**config.mk**
```make
export PLATFORM = sky130hd
export DESIGN_NAME = riscv_muldiv
export DESIGN_NICKNAME = d
export VERILOG_FILES = /design/src/rtl/riscv_muldiv_pkg.sv /design/src/rtl/riscv_muldiv.sv
export SDC_FILE = /design/constraint.sdc
export NUM_CORES = 1
export LEC_CHECK = 0
export CAP_MARGIN = 25
export CORE_ASPECT_RATIO = 0.5
export CORE_UTILIZATION = 35
export CTS_CLUSTER_DIAMETER = 80
export DETAILED_ROUTE_END_ITERATION = 10
export GPL_TIMING_DRIVEN = 0
export HOLD_SLACK_MARGIN = 0.03
export MAX_ROUTING_LAYER = met4
export PLACE_DENSITY = 0.55
export SKIP_CTS_REPAIR_TIMING = 1
export SYNTH_ARGS = -nofsm -noshare
export SYNTH_HDL_FRONTEND = slang
export SYNTH_SLANG_ARGS = --single-unit
```
**constraint.sdc**
```tcl
create_clock -name clk -period 6.3 [get_ports clk]
set_input_delay 1.26 -clock clk [delete_from_list [all_inputs] [get_ports clk]]
set_output_delay 1.26 -clock clk [all_outputs]
set_load 0.01 [all_outputs]
```
**src/rtl/riscv_muldiv_pkg.sv**
```systemverilog
// Shared definitions for the RV32M iterative multiply/divide unit:
// funct3 op encodings, FSM state encoding and operand-class helpers.
package riscv_muldiv_pkg;

  localparam logic [2:0] OP_MUL    = 3'd0;
  localparam logic [2:0] OP_MULH   = 3'd1;
  localparam logic [2:0] OP_MULHSU = 3'd2;
  localparam logic [2:0] OP_MULHU  = 3'd3;
  localparam logic [2:0] OP_DIV    = 3'd4;
  localparam logic [2:0] OP_DIVU   = 3'd5;
  localparam logic [2:0] OP_REM    = 3'd6;
  localparam logic [2:0] OP_REMU   = 3'd7;

  typedef enum logic [1:0] {
    ST_IDLE = 2'd0,
    ST_CALC = 2'd1,
    ST_FIX  = 2'd2,
    ST_DONE = 2'd3
  } state_t;

  // Divide/remainder ops all have funct3[2] set.
  function automatic logic is_div(input logic [2:0] op);
    return op[2];
  endfunction

  // REM and REMU return the remainder rather than the quotient.
  function automatic logic is_rem(input logic [2:0] op);
    return op[2] & op[1];
  endfunction

  // srcA is interpreted as two's complement. MUL is treated as signed:
  // the low half of the product is identical either way.
  function automatic logic is_signed_a(input logic [2:0] op);
    logic res;
    case (op)
      OP_MUL, OP_MULH, OP_MULHSU, OP_DIV, OP_REM: res = 1'b1;
      default:                                    res = 1'b0;
    endcase
    return res;
  endfunction

  // srcB is interpreted as two's complement.
  function automatic logic is_signed_b(input logic [2:0] op);
    logic res;
    case (op)
      OP_MUL, OP_MULH, OP_DIV, OP_REM: res = 1'b1;
      default:                         res = 1'b0;
    endcase
    return res;
  endfunction

endpackage

```
**src/rtl/riscv_muldiv.sv**
```systemverilog
// Iterative RV32M multiply/divide unit. Operands are reduced to magnitudes
// on acceptance, a radix-2 shift-add multiply or restoring divide runs for
// XLEN iterations on one shared XLEN+1 adder and a 2*XLEN shift register,
// and the sign is restored in FIX. Divide-by-zero and signed overflow
// bypass the iteration and finish straight from IDLE.
module riscv_muldiv
  import riscv_muldiv_pkg::*;
#(
  parameter int XLEN = 32
) (
  input  logic            clk,
  input  logic            rst_n,
  input  logic            start,
  input  logic [2:0]      op,
  input  logic [XLEN-1:0] srcA,
  input  logic [XLEN-1:0] srcB,
  output logic            busy,
  output logic            done,
  output logic [XLEN-1:0] result
);

  localparam int CNT_W = $clog2(XLEN) + 1;
  localparam logic [CNT_W-1:0] LAST_CNT = CNT_W'(XLEN - 1);
  localparam logic [CNT_W-1:0] CNT_ONE  = CNT_W'(1);
  localparam logic [XLEN-1:0]  ZERO     = {XLEN{1'b0}};
  localparam logic [XLEN-1:0]  ALL_ONES = {XLEN{1'b1}};
  localparam logic [XLEN-1:0]  MIN_NEG  = {1'b1, {(XLEN-1){1'b0}}};

  state_t              state_r;
  logic [2:0]          op_r;
  logic                neg_q_r;    // product / quotient must be negated
  logic                neg_r_r;    // remainder must be negated
  logic [XLEN-1:0]     mcand_r;    // multiplicand or divisor magnitude
  logic [2*XLEN-1:0]   prod_r;     // {hi, lo}: product, or {remainder, quotient}
  logic [CNT_W-1:0]    cnt_r;
  logic                busy_r;
  logic                done_r;
  logic [XLEN-1:0]     result_r;

  logic                sa_s, sb_s;
  logic [XLEN-1:0]     mag_a_s, mag_b_s;
  logic                fast_s;
  logic [XLEN-1:0]     fast_val_s;
  logic [XLEN:0]       add_a_s, add_b_s;
  logic                add_cin_s;
  logic [XLEN+1:0]     add_sum_s;
  logic [2*XLEN-1:0]   iter_s;
  logic [2*XLEN-1:0]   prod_neg_s;
  logic [XLEN-1:0]     quo_s, rem_s;
  logic [XLEN-1:0]     fix_val_s;

  assign busy   = busy_r;
  assign done   = done_r;
  assign result = result_r;

  // Operand magnitudes and the one-cycle boundary results for the divides.
  always_comb begin
    sa_s       = is_signed_a(op) & srcA[XLEN-1];
    sb_s       = is_signed_b(op) & srcB[XLEN-1];
    mag_a_s    = sa_s ? (-srcA) : srcA;
    mag_b_s    = sb_s ? (-srcB) : srcB;
    fast_s     = 1'b0;
    fast_val_s = ZERO;
    if (is_div(op)) begin
      if (srcB == ZERO) begin
        fast_s     = 1'b1;
        fast_val_s = is_rem(op) ? srcA : ALL_ONES;
      end else if (is_signed_b(op) && (srcA == MIN_NEG) && (srcB == ALL_ONES)) begin
        fast_s     = 1'b1;
        fast_val_s = is_rem(op) ? ZERO : MIN_NEG;
      end else begin
        fast_s     = 1'b0;
        fast_val_s = ZERO;
      end
    end else begin
      fast_s     = 1'b0;
      fast_val_s = ZERO;
    end
  end

  // Shared adder: accumulate for multiply, trial-subtract for divide.
  always_comb begin
    if (is_div(op_r)) begin
      add_a_s   = prod_r[2*XLEN-1:XLEN-1];
      add_b_s   = ~{1'b0, mcand_r};
      add_cin_s = 1'b1;
    end else begin
      add_a_s   = {1'b0, prod_r[2*XLEN-1:XLEN]};
      add_b_s   = {1'b0, mcand_r};
      add_cin_s = 1'b0;
    end
    add_sum_s = {1'b0, add_a_s} + {1'b0, add_b_s} + {{(XLEN+1){1'b0}}, add_cin_s};
  end

  // Next shift-register value for one iteration.
  always_comb begin
    if (is_div(op_r)) begin
      // Carry out set means the shifted partial remainder >= divisor.
      if (add_sum_s[XLEN+1]) begin
        iter_s = {add_sum_s[XLEN-1:0], prod_r[XLEN-2:0], 1'b1};
      end else begin
        iter_s = {prod_r[2*XLEN-2:0], 1'b0};
      end
    end else begin
      if (prod_r[0]) begin
        iter_s = {add_sum_s[XLEN:0], prod_r[XLEN-1:1]};
      end else begin
        iter_s = {1'b0, prod_r[2*XLEN-1:1]};
      end
    end
  end

  // Sign correction and half/quotient/remainder selection for FIX.
  always_comb begin
    prod_neg_s = -prod_r;
    quo_s      = prod_r[XLEN-1:0];
    rem_s      = prod_r[2*XLEN-1:XLEN];
    case (op_r)
      OP_MUL:                       fix_val_s = neg_q_r ? prod_neg_s[XLEN-1:0] : prod_r[XLEN-1:0];
      OP_MULH, OP_MULHSU, OP_MULHU: fix_val_s = neg_q_r ? prod_neg_s[2*XLEN-1:XLEN] : prod_r[2*XLEN-1:XLEN];
      OP_DIV, OP_DIVU:              fix_val_s = neg_q_r ? (-quo_s) : quo_s;
      OP_REM, OP_REMU:              fix_val_s = neg_r_r ? (-rem_s) : rem_s;
      default:                      fix_val_s = ZERO;
    endcase
  end

  // Control FSM with registered busy/done/result and the iteration state.
  always_ff @(posedge clk) begin
    if (!rst_n) begin
      state_r  <= ST_IDLE;
      op_r     <= OP_MUL;
      neg_q_r  <= 1'b0;
      neg_r_r  <= 1'b0;
      mcand_r  <= ZERO;
      prod_r   <= {(2*XLEN){1'b0}};
      cnt_r    <= {CNT_W{1'b0}};
      busy_r   <= 1'b0;
      done_r   <= 1'b0;
      result_r <= ZERO;
    end else begin
      case (state_r)
        ST_IDLE: begin
          done_r <= 1'b0;
          if (start) begin
            if (fast_s) begin
              result_r <= fast_val_s;
              done_r   <= 1'b1;
              state_r  <= ST_DONE;
            end else begin
              op_r    <= op;
              neg_q_r <= sa_s ^ sb_s;
              neg_r_r <= sa_s;
              cnt_r   <= {CNT_W{1'b0}};
              busy_r  <= 1'b1;
              state_r <= ST_CALC;
              if (is_div(op)) begin
                mcand_r <= mag_b_s;
                prod_r  <= {ZERO, mag_a_s};
              end else begin
                mcand_r <= mag_a_s;
                prod_r  <= {ZERO, mag_b_s};
              end
            end
          end
        end
        ST_CALC: begin
          prod_r <= iter_s;
          cnt_r  <= cnt_r + CNT_ONE;
          if (cnt_r == LAST_CNT) begin
            state_r <= ST_FIX;
          end
        end
        ST_FIX: begin
          result_r <= fix_val_s;
          busy_r   <= 1'b0;
          done_r   <= 1'b1;
          state_r  <= ST_DONE;
        end
        ST_DONE: begin
          done_r  <= 1'b0;
          state_r <= ST_IDLE;
        end
        default: begin
          busy_r  <= 1'b0;
          done_r  <= 1'b0;
          state_r <= ST_IDLE;
        end
      endcase
    end
  end

endmodule
```
==> results.sh, run 1 <==
export IMPL_die_outline_height_um=144
export IMPL_sequential_fraction_of_the_synthesis_area=0.203
export IMPL_ys_async_sr_fraction=0
export IMPL_hp_start="mcand_r[5]"
export IMPL_startpoint_class="register"
export IMPL_route_final_wire_length_mm=72.5
export IMPL_drt_wirelength_per_cell_um=27.1
export IMPL_critPathArrivalTime_ps=6450
export IMPL_tritoncts="yes"
export IMPL_yosys_area_top_type_share=0.203
export IMPL_cts_root_buf="clkbuf_16"
export IMPL_drive_above_1_share=0.0596
export IMPL_post_synth_inst_count=2009
export IMPL_floorplan_initialDensity=0.359
export IMPL_avgSynthCellArea_um2=7.03
export IMPL_clock_skew_final_ps=16.1
export IMPL_nNetsFinal=2247
export IMPL_global_route_usage_total=0.357
export IMPL_ant_nets=0
export IMPL_post_drt_via_cell_ratio=6.24
export IMPL_synth_flop_cell="dfxtp_1"
export IMPL_period_needed_ps=6150
export IMPL_via_count_of_the_first_global_routing_pass=15000
export IMPL_grt_pass1_wl_mm=104
export IMPL_grt_antenna_before_repair=4
export IMPL_routed_via_count=16700
export IMPL_detail_route_iter0_violations=2257
export IMPL_core_region_area_um2=39300
export IMPL_place_detailed_hpwl_mm=58.6
export IMPL_timing_final_setup_violations=0
export IMPL_final_fill_count=4304
export IMPL_final_area_um2=16500
export IMPL_min_path_cells=2
export IMPL_rsz0062_at_grt="false"
export IMPL_crit_required_ps=6600
export IMPL_irDropWorstVdd_mv=0.186
export IMPL_fin_total_pwr_uw=6800
export IMPL_critPathCaptureType="register"
export IMPL_post_route_clock_period_utilization=0.976
export IMPL_fmax_mhz=163
export IMPL_crit_reg2reg_launch="op_r[2]"
export IMPL_clock_path_buffers=2
export IMPL_fin_cells=2679
export IMPL_grt_ovfl_total=0
export IMPL_die_area_um2=41200
export IMPL_cts_buffers_inserted=17
export IMPL_io_buffer_count=102
export IMPL_netlist_area_um2=14100
export IMPL_row_count=51
export IMPL_io_pin_count=104
export IMPL_timing_max_transition_violations_final=0
export IMPL_place_gp_congestion=1.02
export IMPL_slew_headroom=0.249
export IMPL_critPathKind="reg -> reg"
export IMPL_placement_setup_worst_slack_ps=-883
export IMPL_synthDominantAreaCellType="dfxtp_1"
export IMPL_power_density_nw_per_um2=413
export IMPL_postSynthRegisterBits=143
export IMPL_chipWidth_um=286
export IMPL_placed_standard_cell_area_um2=15800
export IMPL_power_leakage_uw=0.00590
export IMPL_critical_path_max_fanout=10
export IMPL_hold_path_class="reg -> reg"
export IMPL_r2r_cells=18
export IMPL_place_detailed_instances=2642
export IMPL_ys_top_cells_by_area="dfxtp_1 (20%), o21ai_0 (7.1%), a21oi_1 (6.4%)"
export IMPL_postLayoutCoreUtil=0.419
export IMPL_max_cap_viol_count=0
export IMPL_r2r_slack_ps=150
export IMPL_cts_num_sinks=143
export IMPL_fin_ws_ps=150
export IMPL_tightest_slew_ps=1120
export IMPL_worst_setup_path_startpoint="op_r[2]"
export IMPL_yosysUniqueCellTypes=73
export IMPL_insertion_delay_ps=460
export IMPL_syn_num_nets=2122
export IMPL_synth_enable_flop_cells=0
export IMPL_yosysWarningCount=0
export IMPL_status="completed"
export IMPL_htreeDepth=4
export IMPL_clock_transition_at_path_regs_ps=70
export IMPL_report_final_hold_viol_count=0
export IMPL_final_seq_area_um2=2860
export IMPL_post_route_drc_count=0
export IMPL_area_delta_synth_final_pct=16.6
export IMPL_hold_end="mcand_r[5]"
export IMPL_multi_input_combinational_cell_area_um2=10400
export IMPL_detailedRoute_firstPassIterationCount=6
export IMPL_grt_max_degree=17
export IMPL_r2r_end="prod_r[38]"
-- through the flow --
stage	hold slack, ps	TNS, ps
2_1_floorplan	443	0
3_3_place_gp	453	-26470
3_5_place_dp	459	-23810
4_1_cts	470	-25250
5_1_grt	490	0
6_report	469	0
-- cell families (layout without fill, tap and decap cells) --
kind of cell,count (synthesis),after routing,share of synthesized area
AO/OA/AOI/OAI,699,699,0.314
AND/OR/NAND/NOR,650,650,0.216
buffers and inverters,217,355,0.0594
XOR/XNOR,184,184,0.114
flip-flops,143,143,0.203
multiplexers,73,73,0.0551
adder cells (fa/ha/maj),43,43,0.0386
other,0,2,0
-- worst max path at each step --
stage	end	slack, ps	cells past startpoint
detailed placement	prod_r[39]	-880	17
floorplan	prod_r[57]	1460	18
finish	prod_r[38]	150	18
CTS	prod_r[39]	-930	17
global route	prod_r[61]	20	18
global placement	prod_r[39]	-930	17
-- worst max-delay path: stages (launching register included) --
cell and delay, ps:
dfxtp_2 500, clkbuf_2 380, buf_2 410, clkbuf_2 390, clkbuf_2 360, clkbuf_2 340, xor2_1 330, ha_1 290
clkbuf_1 200, and2_1 250, a2111oi_1 550, o21ai_0 200, o311ai_0 290, and3_1 300, clkbuf_1 250, nand2_1 270
clkbuf_2 330, o221ai_1 230, a21oi_1 100
-- layout make-up --
type	instances	area share
multi-input cells	1649	0.633
flip-flops and latches	143	0.174
repair buffers	106	0.0638
plain buffers	175	0.0424
well taps	530	0.0403
clock buffers	18	0.0267
clock inverters	14	0.0101
inverters	42	0.00957
diodes	2	0.000304
-- registers in the layout, summed over array words and instances, names as in the netlist --
| register | cells |
|---|---|
| prod_r | 64 |
| mcand_r | 32 |
| result | 32 |
| cnt_r | 6 |
| op_r | 3 |
| state_r | 2 |
| busy | 1 |
| done | 1 |
| neg_q_r | 1 |
| neg_r_r | 1 |
-- cell usage after synthesis (all sizes together), types with 19 or more instances --
cell    instances
nand2         222
o21ai         203
a21oi         181
nor2          169
clkbuf        154
dfxtp         143
xor2           99
xnor2          85
a211oi         50
nor3           46
o31ai          44
nand3          43
ha             42
mux2           38
inv            37
mux2i          35
o211ai         31
a31oi          30
nor4           24
or3            23
nand4          22
buf            21
or4            21
o22ai          19
o41ai          19
-- cell usage in the layout, fill, tap and decap left out, types with 11 or more instances in the layout --
cell type	count
nor4_1	24
nand2_1	222
and2_1	11
a21oi_1	181
clkdlybuf4s50_1	102
mux2i_1	35
o41ai_1	19
xnor2_1	85
or4_1	21
o211ai_1	31
clkbuf_1	141
o31ai_1	44
o221ai_1	13
a31oi_1	30
nand3_1	42
nand2b_1	13
or2_2	13
mux2_2	38
a211oi_1	50
nand4_1	22
nor2b_1	11
buf_2	11
o21ai_0	201
nor2_1	169
nor3_1	46
ha_1	42
or3_1	23
clkbuf_16	17
o22ai_1	19
xor2_1	99
inv_1	37
dfxtp_1	142
and3_1	11
clkbuf_2	13
-- report_power, final --
group	switching, uW	internal (uW)
clock	498	608
sequential	268	1130
combinational	2950	1350
-- routing by layer --
layer	global-route usage	share of wire	vias up
met4	0.0715	0.017	0
met3	0.0945	0.12	89
li1	-	-	7631
met5	-	0	-
met1	0.515	0.47	8100
met2	0.490	0.40	897
Power figures use the tool's default switching activity.
==> inputs of run 2 (changes only) <==
--- a/config.mk
+++ b/config.mk
@@ -7,2 +7,3 @@
 export LEC_CHECK = 0
+export ABC_AREA = 0
 export CAP_MARGIN = 25
==> constraint.sdc (replaced) <==
create_clock -name clk -period 6.3 [get_ports clk]
set_input_delay 1.575 -clock clk [delete_from_list [all_inputs] [get_ports clk]]
set_output_delay 1.575 -clock clk [all_outputs]
set_load 0.01 [all_outputs]
==> results of run 2 <==
Final layout, timing and power as in run 1 (identical DEF).
